<file path="config.mk">
export PLATFORM = sky130hd
export DESIGN_NAME = vector_add_sequencer
export DESIGN_NICKNAME = d
export VERILOG_FILES = /design/src/rtl/vector_add_sequencer.sv
export SDC_FILE = /design/constraint.sdc
export NUM_CORES = 1
export LEC_CHECK = 0
export CAP_MARGIN = 20
export CORE_ASPECT_RATIO = 1.75
export CORE_MARGIN = 4
export CORE_UTILIZATION = 35
export CTS_BUF_LIST = sky130_fd_sc_hd__clkbuf_16
export CTS_CLUSTER_DIAMETER = 200
export DETAILED_ROUTE_END_ITERATION = 12
export MAX_ROUTING_LAYER = met4
export PLACE_DENSITY = 0.56
export SLEW_MARGIN = 20
export SYNTH_ARGS = -nofsm -noshare
export SYNTH_HDL_FRONTEND = slang
export SYNTH_SLANG_ARGS = --single-unit
export TNS_END_PERCENT = 30
</file>
<file path="constraint.sdc">
create_clock -name clk -period 8.29 [get_ports clk]
set_input_delay 1.658 -clock clk [delete_from_list [all_inputs] [get_ports clk]]
set_output_delay 1.658 -clock clk [all_outputs]
set_load 0.02 [all_outputs]
</file>
<file path="src/rtl/vector_add_sequencer.sv">
// Streams operand pairs A[i],B[i] to an external fixed-latency adder, one element per
// cycle, and collects the returned results into the result buffer R.
module vector_add_sequencer #(
   parameter int nBits = 32,
   parameter int N     = 4,
   parameter int LAT   = 1
) (
   input  logic                   clk,
   input  logic                   rst_n,
   input  logic                   wr_en,
   input  logic                   wr_sel,
   input  logic [$clog2(N)-1:0]   wr_addr,
   input  logic [nBits-1:0]       wr_data,
   input  logic                   start,
   input  logic                   op,
   output logic                   busy,
   output logic                   done,
   output logic [nBits-1:0]       add_a,
   output logic [nBits-1:0]       add_b,
   output logic                   add_sum,
   output logic                   add_en,
   input  logic [nBits-1:0]       add_res,
   input  logic [$clog2(N)-1:0]   rd_addr,
   output logic [nBits-1:0]       rd_data
);

   localparam int AW = $clog2(N);
   localparam logic [AW-1:0] LAST_IDX = AW'(N - 1);

   typedef enum logic [1:0] {ST_IDLE, ST_ISSUE, ST_DRAIN, ST_DONE} state_t;

   state_t           state_q;
   logic [nBits-1:0] a_mem [N];
   logic [nBits-1:0] b_mem [N];
   logic [nBits-1:0] r_mem [N];
   logic [AW-1:0]    i_q;
   logic             op_q;
   logic             busy_q;
   logic             done_q;
   logic             add_en_q;
   logic [nBits-1:0] add_a_q;
   logic [nBits-1:0] add_b_q;

   logic [AW-1:0]    nxt_idx_d;
   logic [nBits-1:0] a_nxt_d;
   logic [nBits-1:0] b_nxt_d;
   logic             tag_vld;
   logic [AW-1:0]    tag_idx;

   // Operand outputs are registered, so the next element is fetched one cycle early;
   // a write landing in the start cycle is forwarded so the run sees the new value.
   always_comb begin
      nxt_idx_d = (state_q == ST_ISSUE) ? i_q + 1'b1 : '0;
      a_nxt_d   = a_mem[nxt_idx_d];
      b_nxt_d   = b_mem[nxt_idx_d];
      if (state_q == ST_IDLE && wr_en && wr_addr == nxt_idx_d) begin
         if (wr_sel) b_nxt_d = wr_data;
         else        a_nxt_d = wr_data;
      end
   end

   generate
      if (LAT == 0) begin : g_nolat
         assign tag_vld = add_en_q;
         assign tag_idx = i_q;
      end else begin : g_lat
         logic [LAT-1:0]         vld_q;
         logic [LAT-1:0][AW-1:0] idx_q;
         always_ff @(posedge clk) begin
            if (!rst_n) begin
               vld_q <= '0;
               idx_q <= '0;
            end else begin
               vld_q[0] <= add_en_q;
               idx_q[0] <= i_q;
               for (int s = 1; s < LAT; s++) begin
                  vld_q[s] <= vld_q[s-1];
                  idx_q[s] <= idx_q[s-1];
               end
            end
         end
         assign tag_vld = vld_q[LAT-1];
         assign tag_idx = idx_q[LAT-1];
      end
   endgenerate

   always_ff @(posedge clk) begin
      if (!rst_n) begin
         state_q  <= ST_IDLE;
         i_q      <= '0;
         op_q     <= 1'b0;
         busy_q   <= 1'b0;
         done_q   <= 1'b0;
         add_en_q <= 1'b0;
         add_a_q  <= '0;
         add_b_q  <= '0;
         for (int k = 0; k < N; k++) begin
            a_mem[k] <= '0;
            b_mem[k] <= '0;
            r_mem[k] <= '0;
         end
      end else begin
         if (state_q == ST_IDLE && wr_en) begin
            if (wr_sel) b_mem[wr_addr] <= wr_data;
            else        a_mem[wr_addr] <= wr_data;
         end
         if (tag_vld) r_mem[tag_idx] <= add_res;
         done_q   <= 1'b0;
         add_en_q <= 1'b0;
         case (state_q)
            ST_IDLE, ST_DONE: begin
               state_q <= ST_IDLE;
               if (start) begin
                  state_q  <= ST_ISSUE;
                  op_q     <= op;
                  i_q      <= '0;
                  busy_q   <= 1'b1;
                  add_en_q <= 1'b1;
                  add_a_q  <= a_nxt_d;
                  add_b_q  <= b_nxt_d;
               end
            end
            ST_ISSUE: begin
               if (i_q == LAST_IDX) begin
                  if (LAT == 0) begin
                     state_q <= ST_DONE;
                     busy_q  <= 1'b0;
                     done_q  <= 1'b1;
                  end else begin
                     state_q <= ST_DRAIN;
                  end
               end else begin
                  i_q      <= nxt_idx_d;
                  add_en_q <= 1'b1;
                  add_a_q  <= a_nxt_d;
                  add_b_q  <= b_nxt_d;
               end
            end
            ST_DRAIN: begin
               if (tag_vld && tag_idx == LAST_IDX) begin
                  state_q <= ST_DONE;
                  busy_q  <= 1'b0;
                  done_q  <= 1'b1;
               end
            end
            default: state_q <= ST_IDLE;
         endcase
      end
   end

   assign busy    = busy_q;
   assign done    = done_q;
   assign add_en  = add_en_q;
   assign add_a   = add_a_q;
   assign add_b   = add_b_q;
   assign add_sum = op_q;
   assign rd_data = r_mem[rd_addr];

endmodule

</file>
==> results of run 1 <==
power breakdown:
part           switching [mW]  leakage [nW]  internal, mW
Clock                   0.907         0.789          1.23
Sequential              0.138          4.60          2.77
Combinational           0.973          3.56         0.643
Total                    2.02          8.94          4.65
worst max-delay path, stage by stage:
cell	delay, ps
clkdlybuf4s50_1	460
buf_4	410
mux4_2	400
clkdlybuf4s50_1	560
final timing paths:
kind | to | cells past startpoint
max | rd_data[26] | 4
min | g_lat.idx_q[1] | 2
max reg2reg | a_mem[0][15] | 8
min reg2reg | g_lat.idx_q[1] | 2
layer usage:
layer	vias up	track usage, %	wire [um]
li1	5909	-	-
met1	6422	19.9	21400
met2	303	30.4	27400
met3	85	2.13	1950
met4	0	5.15	1420
met5	-	-	0
state kept, by name, indices dropped and copies added, names as in the netlist:
name         cells
a_mem          128
add_a           32
add_b           32
add_en           1
add_sum          1
b_mem          128
busy             1
done             1
g_lat.idx_q      2
g_lat.vld_q      1
i_q              2
r_mem          128
state_q          2
area by class of cell:
class / count / area [um2] / share of cell area (%)
diodes: 1 / 2.50 / 0.0103
clock buffers: 46 / 1150 / 4.74
clock inverters: 38 / 383 / 1.58
inverters: 6 / 22.5 / 0.0928
multi-input cells: 940 / 6810 / 28.1
flip-flops and latches: 459 / 13000 / 53.7
well taps: 767 / 960 / 3.95
repair buffers: 195 / 1910 / 7.86
cells in the final DEF (no fill, tap or decap), drive strengths merged, types with 4 or more instances in the layout:
master and instances:
nand2b 6, edfxtp 384, and3 98, nand2 73, nor3 4, buf 24
bufinv 7, inv 17, o21ai 71, a211o 64, dfxtp 75, clkbuf 46
nor2 17, a211oi 66, mux2i 66, clkdlybuf4s50 171, clkinv 19, mux4 32
and2 290, a21oi 8, ha 4, nor2b 66, a31oi 64
metrics by stage:
step                      instances  hold WS [ps]
after floorplan                1529           430
after global placement         2366           447
after detailed placement       2366           459
after CTS                      2450           469
after global routing           2452           493
final                          2452           465
logic make-up (layout without fill, tap and decap cells):
family / after synthesis / in the layout / synth area share [%]
adders and majority gates: 4 / 4 / 0.247
buffers and inverters: 130 / 285 / 2.97
xor gates and xnor gates: 1 / 1 / 0.0432
muxes: 99 / 99 / 6.87
and+or+nand+nor: 562 / 562 / 16.2
DFF: 459 / 459 / 64.3
AOI/OAI and AO/OA: 274 / 274 / 9.37
other: 0 / 1 / 0
==> metrics.md, run 1 <==
| Metric | Value |
|---|---|
| Startpoint types | primary input |
| Setup slack of the most critical reg-to-reg path | approximately 4700 ps |
| Async set-or-reset flop fraction in the synthesized netlist | 0% |
| Number of rows created at floorplan | roughly 120 |
| Antenna violations before repair | 1 |
| Pre-CTS setup slack | ~2800 ps |
| First-pass GRT wire length | approximately 80,000 um |
| Average cell area after synthesis | approximately 13 um2 |
| Hold Crit Start | i_q[1] |
| Final critical-path required period | approximately 5200 ps |
| Total grt overflow | 0 |
| CTS tree | built |
| Final nets | around 1.7k |
| Yosys synthesis warning count | 0 |
| Sum of net half-perimeters after detailed placement | roughly 31,000 um |
| Routed length per placed instance | 21.3 um |
| Via-to-Cell Ratio | ~5.2 |
| Number of buffers on the longest clock path | 3 |
| Sum of negative setup slack | 0 ps |
| Worst setup path category | in -> out |
| Synth cell types | 35 |
| Vias in the first global route | between 10k and 15k |
| Cells taking the most area after synthesis | edfxtp_1 (57%), and2_1 (8.9%), dfxtp_1 (7.4%) |
| Sink Count | roughly 460 |
| Chip height | roughly 330 um |
| Most frequently used cell type in the post-synthesis netlist | edfxtp_1 |
| Worst IR Drop VDD | about 0.19 mV |
| Total power consumption of the routed design | ~6.7 mW |
| Input/output buffers | 173 |
| Setup Buffers After CTS | 0 |
| Post-synthesis instance area | 20,300 um2 |
| Main synth FF type | edfxtp_1 |
| Most frequent cells after synthesis | edfxtp_1 (384), and2_1 (290), and3_1 (98) |
| Synthesis-to-finish area growth | 19.7% |
| Tot GR Track Use | ~17% |
| Chip width | between 150 and 200 um |
| Gates resized, CTS repair | 0 |
| CP Data Arrival Time | ~3500 ps |
| Final Core Density | about 42% |
| Proportion of netlist area held by the largest area contributor | 56.9% |
| Post-synthesis instance total | approximately 1.5k |
| Initial standard-cell utilization of the core | between 30 and 40% |
| Number of primary I/O pins | 174 |
| # fillers | ~5.3k |
| Element type at the critical path end | primary output |
| Post-CTS Hold Fix Bufs | 0 |
| Min-Delay Path Class | reg -> reg |
| Crit path launch | rd_addr[1] |
| Worst-path maximum fanout | 32 |
| FF-to-FF Start | state_q[1] |
| Total power per unit cell area | around 270 nW/um2 |
| Most area-hungry cell type in the Yosys netlist | edfxtp_1 |
| Maximum level of the CTS H-tree | 2 |
| Setup slack after layout | ~3100 ps |
| Post-synthesis sequential area ratio | roughly 64% |
| Overall die area | 62,000 um2 |
| # setup viols final | 0 |
| Remaining antenna violation count | 0 |
| Leakage power | just under 9 nW |
| Fin crit share | 62.2% |
| Area of the placeable core | roughly 57,000 um2 |
| Max-capacitance violation count | 0 |
| Weighted congestion reported at the end of routability-driven placement | around 0.75 |
| Setup repair after global routing missed its margin | no |
| Nets in the synthesized netlist | between 1.5k and 2k |
| Relative slew slack | ~28% |
| Flop and latch count out of synthesis | 459 |
| Total number of vias | between 10k and 15k |
| Clk Latency, worst-skew pair | around 570 ps |
| Placed instance area | about 23,000 um2 |
| Count of routing violations after the opening detailed-route iteration | ~710 |
| Detailed-router iteration count before antenna repair | 5 |
| Final Hold Violating Endpoints | 0 |
| Largest net degree at the start of global routing | around 100 |
| Fraction of final layout cells with drive strength greater than 1 | under 10% |
| Clock-pin slew of the registers on the worst-case setup and hold paths | roughly 60 ps |
| Required time of the worst setup path | about 6600 ps |
| Max Clock Freq | 0.194 GHz |
| Clock buffer count from CTS | 45 |
| Final-report max-slew violation count | 0 |
| Remaining DRCs | 0 |
| Total Wirelength | 52,200 um |
| Run status | finished clean |
| Setup skew after layout | approximately 17 ps |
| EDFF count, synth | ~380 |
| Final instance area | around 24,000 um2 |
| Cell chosen for the clock root | clkbuf_16 |
| Transition time at the pin with the least slew margin | between 1000 and 1500 ps |
(Power assumes the default switching activity.)
==> run 2: changes to the inputs <==
--- a/config.mk
+++ b/config.mk
@@ -13,7 +13,7 @@
 export CTS_CLUSTER_DIAMETER = 200
 export DETAILED_ROUTE_END_ITERATION = 12
 export MAX_ROUTING_LAYER = met4
-export PLACE_DENSITY = 0.56
+export PLACE_DENSITY = 0.58
 export SLEW_MARGIN = 20
 export SYNTH_ARGS = -nofsm -noshare
 export SYNTH_HDL_FRONTEND = slang
==> constraint.sdc (replaced) <==
create_clock -name clk -period 4.3 [get_ports clk]
set_input_delay 0.86 -clock clk [delete_from_list [all_inputs] [get_ports clk]]
set_output_delay 0.86 -clock clk [all_outputs]
set_load 0.02 [all_outputs]
==> run 2 against run 1 <==
  * Global-route usage is 0.21 points higher
  * Wire length up 0.67%
  * Power grew 93%
==> metrics.md, run 2 (synthesis gave the netlist of run 1 again) <==
| Metric | Value |
|---|---|
| Worst setup path category | in -> out |
| Sum of negative setup slack | 0 ps (unchanged) |
| Weighted congestion reported at the end of routability-driven placement | 0.753 (about the same) |
| Most common library cell in the layout ignoring fill and taps | edfxtp_1 |
| Number of rows created at floorplan | 116 (unchanged) |
| Required time of the worst setup path | 3440 ps (-3190 ps) |
| Regs by FF count | a_mem: 128 flops, b_mem: 128 flops, r_mem: 128 flops |
| Clk Latency, worst-skew pair | 570 ps (about the same) |
| Sequential power share | 43.6% (about the same) |
| Total Wirelength | 52,600 um (+0.67%) |
| Overall die area | 62,000 um2 (unchanged) |
| Detailed-routed wire length on met2 | 28,300 um (+3.1%) |
| Setup Buffers After CTS | 0 (unchanged) |
| Top sig layer | met4 |
| Post-CTS Hold Fix Bufs | 0 (unchanged) |
| Detailed-router iteration count before antenna repair | 5 (unchanged) |
| Non-filler instance count after layout | 2,463 (+0.45%) |
| Switching Fraction | 29.9% (-0.33 points) |
| Clock-pin slew of the registers on the worst-case setup and hold paths | 60 ps (about the same) |
| Max Clock Freq | between 0.2 and 0.3 GHz |
| Setup slack after layout | 826 ps (-2310 ps) |
| Clock buffer count from CTS | 44 (-2.2%) |
| Sink Count | 459 (unchanged) |
| CP max stage cell | clkdlybuf4s50_1 |
| Switching pwr | 3.86 mW (+91%) |
| Maximum level of the CTS H-tree | 2 (unchanged) |
| Cell-internal power | 9.04 mW (+94%) |
| Gates resized, CTS repair | 0 (unchanged) |
| Number of primary I/O pins | 174 (unchanged) |
| Fraction of final layout cells with drive strength greater than 1 | 9.91% (+0.76 points) |
| Cell count of the worst reg-to-reg path | 7 (-1) |
| FF-to-FF Start | i_q[0] |
| Worst-case hold path end point | g_lat.idx_q[1] |
| Placed instance area | 22,900 um2 (+0.71%) |
| Relative slew slack | 32.4% (+4.5 points) |
| Total power consumption of the routed design | 12.9 mW (+93%) |
| Fin crit share | 80.8% |
| # setup viols final | 0 (unchanged) |
| Element type at the critical path end | primary output |
| Initial standard-cell utilization of the core | 35.4% (unchanged) |
| Vias in the first global route | 13.2k (-2.3%) |
| Hold Crit Start | i_q[1] |
| # fillers | 5,302 (+0.44%) |
| Final nets | 1,740 (+0.87%) |
| FF/Latch Area | 13,000 um2 (unchanged) |
| Remaining antenna violation count | 0 (unchanged) |
| Final-report max-slew violation count | 0 (unchanged) |
| Total grt overflow | 0 (unchanged) |
| Setup skew after layout | 16.0 ps (-1.23 ps) |
| FF-to-FF End | add_a[26] |
| Final Core Density | 42.5% (+0.16 points) |
| Pre-CTS setup slack | 792 ps (-2050 ps) |
| Transition time at the pin with the least slew margin | 1010 ps (-69.3 ps) |
| Sum of net half-perimeters after detailed placement | 32,000 um (+3.2%) |
| Synthesis-to-finish area growth | 20.1% |
| Leakage power | 9.02 nW (+0.83%) |
| Antenna violations before repair | 0 (-1) |
| Proportion of power drawn by the clock network | 31.4% (-0.7 points) |
| Cell chosen for the clock root | clkbuf_16 |
| Largest net degree at the start of global routing | 81 (-21%) |
| First-pass GRT wire length | 80,600 um (+0.45%) |
| Setup slack of the most critical reg-to-reg path | 1350 ps (-3320 ps) |
| Run status | finished clean |
| List of cells traversed by the critical path | buf_2, buf_12, mux4_2, clkdlybuf4s50_1 |
| Area of the placeable core | 57,300 um2 (unchanged) |
| Worst-case hold slack | 478 ps (+13.3 ps) |
| Final critical-path required period | approximately 3500 ps |
| Share of total power in combinational logic | 24.9% (+0.7 points) |
| Count of routing violations after the opening detailed-route iteration | 879 (+23%) |
| Total number of vias | 12.7k (-0.28%) |
| Largest stage delay on the critical path | 570 ps (about the same) |
| Worst IR Drop VDD | 0.298 mV (+60%) |
| Critical path's top delay family | buffers and inverters |
| Tot GR Track Use | 17.2% (+0.21 points) |
| Routed metal-1 wirelength | 20,800 um (-3.2%) |
| Via-to-Cell Ratio | 5.15 (-0.72%) |
| Min-Delay Path Class | reg -> reg |
| Remaining DRCs | 0 (unchanged) |
| CTS tree | built |
| Chip height | 326 um (unchanged) |
| Startpoint types | primary input |
| Antenna diode count | 0 (-1) |
| CP Data Arrival Time | 2610 ps (-890 ps) |
| Commonest non-fill, non-tap cells in the layout | edfxtp_1 (384), and2_1 (290), clkdlybuf4s50_1 (170), and3_1 (98), dfxtp_1 (74) |
| Worst Path Buf+Inv | 3 (unchanged) |
| Setup repair after global routing missed its margin | no |
| Final instance area | 24,400 um2 (+0.39%) |
| Met3 wire len | 2260 um (+16%) |
| Worst-path maximum fanout | 21 (-34%) |
| Input/output buffers | 173 (unchanged) |
| Routed length per placed instance | 21.3 um (+0.22%) |
| Final Hold Violating Endpoints | 0 (unchanged) |
| Number of buffers on the longest clock path | 3 (unchanged) |
| Max-capacitance violation count | 0 (unchanged) |
| Area occupied by multi-input gates | 6780 um2 (-0.35%) |
| Cells after DPL | 2,383 (+0.72%) |
| Total power per unit cell area | 529 nW/um2 (+93%) |
| Cell depth of the worst hold path | 2 (unchanged) |
| Chip width | 190 um (unchanged) |
-- run 2: cell count changes in the layout (fill, tap and decap cells not counted), moves of 2 or more --
| cell | before | now |
|---|---|---|
| buf_4 | 21 | 33 |
| inv_1 | 15 | 13 |
| clkinv_4 | 2 | 0 |
| nor2_4 | 5 | 0 |
| nor2_2 | 0 | 5 |
| buf_12 | 0 | 5 |
| clkbuf_16 | 46 | 44 |
-- run 2: worst max path at each step --
stage / start / endpoint / cells past startpoint
after floorplan: wr_en / a_mem[1][0] / 3
after global placement: rd_addr[0] / rd_data[26] / 4
after detailed placement: rd_addr[0] / rd_data[26] / 4
after CTS: rd_addr[0] / rd_data[26] / 4
after global routing: rd_addr[0] / rd_data[26] / 4
final: rd_addr[0] / rd_data[29] / 4
-- run 2: layout make-up --
| type | instances | share of cell area, % |
|---|---|---|
| sequential | 459 | 53.5 |
| multi-input combinational | 940 | 27.8 |
| timing repair buffer | 211 | 8.50 |
| clock buffer | 44 | 4.52 |
| tap | 767 | 3.94 |
| clock inverter | 36 | 1.60 |
| inverter | 6 | 0.0924 |
-- run 2: power by group through the flow --
stage | Sequential (mW) | Clock (mW) | Combinational, mW
2_1_floorplan | 5.86 | 0 | 1.79
3_3_place_gp | 5.71 | 0 | 3.22
3_5_place_dp | 5.72 | 0 | 3.27
4_1_cts | 5.64 | 4.16 | 3.28
5_1_grt | 5.68 | 4.32 | 3.49
6_report | 5.63 | 4.06 | 3.22
-- run 2: metal layers --
| layer | track usage (%) | vias to the layer above |
|---|---|---|
| li1 | - | 5936 |
| met1 | 20.1 | 6350 |
| met2 | 31.2 | 319 |
| met3 | 2.02 | 79 |
| met4 | 4.83 | 0 |
| met5 | - | - |
-- run 2: worst min-delay path, stage by stage, from the launching register on --
cell and delay, ps:
dfxtp_1 310, inv_1 70, nor2_1 50
==> run 3: changes to the inputs <==
==> constraint.sdc (replaced) <==
create_clock -name clk -period 2.9 [get_ports clk]
set_input_delay 0.58 -clock clk [delete_from_list [all_inputs] [get_ports clk]]
set_output_delay 0.58 -clock clk [all_outputs]
set_load 0.02 [all_outputs]
==> run 3 against run 2 <==
  * Sequential share of layout area down 0.24 points
  * Final cell count grew 0.32%
  * Combinational power grew 52%
  * Core utilization rose by 0.19 points
  * Sequential cell count stayed put
  * First-iteration DRC count decreased by 7.1%
  * Clock power up 32%
  * Largest cell class unchanged
  * Largest power group unchanged
  * Highest routed layer unchanged
==> metrics.md, run 3 (synthesis gave the netlist of run 1 again) <==
| Metric | Value |
|---|---|
| Largest net degree at the start of global routing | 82 (+1.2%) |
| Total grt overflow | 0 (unchanged) |
| # setup viols final | 0 (unchanged) |
| Final nets | 1,751 (+0.63%) |
| Number of buffers on the longest clock path | 3 (unchanged) |
| Total number of vias | 12.7k (+0.35%) |
| Clock buffer count from CTS | 43 (-2.3%) |
| Placed instance area | 23,200 um2 (+1.3%) |
| Regs by FF count | a_mem: 128 flops, b_mem: 128 flops, r_mem: 128 flops |
| Element type at the critical path end | primary output |
| Commonest non-fill, non-tap cells in the layout | edfxtp_1 (384), and2_1 (290), clkdlybuf4s50_1 (170), and3_1 (98), dfxtp_1 (74) |
| Tot GR Track Use | 17.1% (-0.087 points) |
| Transition time at the pin with the least slew margin | 934 ps (-77.9 ps) |
| Setup skew after layout | 12.2 ps (-3.81 ps) |
| Cell chosen for the clock root | clkbuf_16 |
| Clock-pin slew of the registers on the worst-case setup and hold paths | 60 ps (about the same) |
| Relative slew slack | 37.7% (+5.3 points) |
| Sink Count | 459 (unchanged) |
| Gates resized, CTS repair | 0 (unchanged) |
| Startpoint types | primary input |
| Weighted congestion reported at the end of routability-driven placement | 0.752 (about the same) |
| Via-to-Cell Ratio | 5.15 (about the same) |
| Total Wirelength | 52,400 um (-0.41%) |
| Remaining DRCs | 0 (unchanged) |
| Final critical-path required period | 2660 ps |
| Total power consumption of the routed design | 18.5 mW (+44%) |
| Cells after DPL | 2,395 (+0.50%) |
| Final Core Density | 42.7% (+0.19 points) |
| First-pass GRT wire length | 80,000 um (-0.77%) |
| Max-capacitance violation count | 0 (unchanged) |
| Chip width | 190 um (unchanged) |
| Antenna violations before repair | 1 (+1) |
| Input/output buffers | 173 (unchanged) |
| Most common library cell in the layout ignoring fill and taps | edfxtp_1 |
| Total power per unit cell area | 757 nW/um2 (+43%) |
| CP Data Arrival Time | 2080 ps (-530 ps) |
| Worst IR Drop VDD | 0.417 mV (+40%) |
| Count of routing violations after the opening detailed-route iteration | 817 (-7.1%) |
| Area of the placeable core | 57,300 um2 (unchanged) |
| Worst setup path category | in -> out |
| Overall die area | 62,000 um2 (unchanged) |
| Number of rows created at floorplan | 116 (unchanged) |
| Min-Delay Path Class | in -> reg |
| CTS tree | built |
| Final Hold Violating Endpoints | 0 (unchanged) |
| Non-filler instance count after layout | 2,471 (+0.32%) |
| Maximum level of the CTS H-tree | 2 (unchanged) |
| Vias in the first global route | 13.2k (+0.66%) |
| Final-report max-slew violation count | 0 (unchanged) |
| Detailed-router iteration count before antenna repair | 4 (-1) |
| Routed length per placed instance | 21.2 um (-0.73%) |
| Remaining antenna violation count | 0 (unchanged) |
| Setup repair after global routing missed its margin | no |
| Post-CTS Hold Fix Bufs | 0 (unchanged) |
| Setup Buffers After CTS | 0 (unchanged) |
| Clk Latency, worst-skew pair | 550 ps (-20 ps) |
| Synthesis-to-finish area growth | 20.7% |
| Required time of the worst setup path | 2320 ps (-1120 ps) |
| Fraction of final layout cells with drive strength greater than 1 | 10.1% (+0.19 points) |
| Hold Crit Start | rst_n |
| Chip height | 326 um (unchanged) |
| Number of primary I/O pins | 174 (unchanged) |
| Fin crit share | 91.7% |
| Final instance area | 24,500 um2 (+0.44%) |
| FF-to-FF Start | state_q[0] |
| Worst-path maximum fanout | 13 (-38%) |
| Crit path launch | rd_addr[0] |
| Run status | finished clean |
| Initial standard-cell utilization of the core | 35.4% (unchanged) |
| Sum of net half-perimeters after detailed placement | 31,800 um (-0.74%) |
| Max Clock Freq | about 0.38 GHz |
| Leakage power | 9.06 nW (+0.51%) |
[run 3: changes by cell type in the layout (fill, tap and decap cells not counted), sizes merged]
cell,previous run,this run
bufinv,8,2
clkbuf,45,46
buf,40,52
diode,0,1
clkinv,19,18
inv,15,16
[run 3: worst max-delay path, stage by stage]
cell	delay [ps]
buf_2	110
buf_4	270
mux4_2	550
clkdlybuf4s50_1	560
[run 3: path summary, 6_finish.rpt]
path | endpoint | slack [ps] | cells past startpoint
setup / recovery | rd_data[3] | 240 | 4
hold / removal | add_b[20] | 440 | 3
setup reg to reg | add_b[4] | 670 | 7
hold reg to reg | g_lat.vld_q | 460 | 1
[run 3: cell type report]
cell class	count	area (um2)
Fill cell	5265	32900
Sequential cell	459	13000
Multi-Input combinational cell	940	6780
Timing Repair Buffer	223	2360
Clock buffer	45	1130
Tap cell	767	960
Clock inverter	30	179
Inverter	6	22.5
Antenna cell	1	2.50
[run 3: report_power, final]
group | internal [mW] | total (mW) | switching [mW] | leakage, nW
clock | 2.97 | 5.36 | 2.39 | 0.687
sequential | 7.93 | 8.26 | 0.331 | 4.60
combinational | 2.02 | 4.90 | 2.88 | 3.78
[run 3: stage by stage]
| step | hold WS, ps | setup WS (ps) | TNS (ps) |
|---|---|---|---|
| after detailed placement | 450 | 226 | 0 |
| after floorplan | 430 | -828 | -147680 |
| after CTS | 410 | 225 | 0 |
| after global placement | 445 | 224 | 0 |
| after global routing | 435 | 180 | 0 |
| final | 440 | 242 | 0 |
[run 3: metal layers]
layer / vias to the layer above / track usage, % / part of all wire (%)
met2: 309 / 31.7 / 54
met5: - / - / 0
met4: 0 / 5.35 / 2.9
met3: 87 / 2.35 / 4.7
li1: 5959 / - / -
met1: 6373 / 18.9 / 38
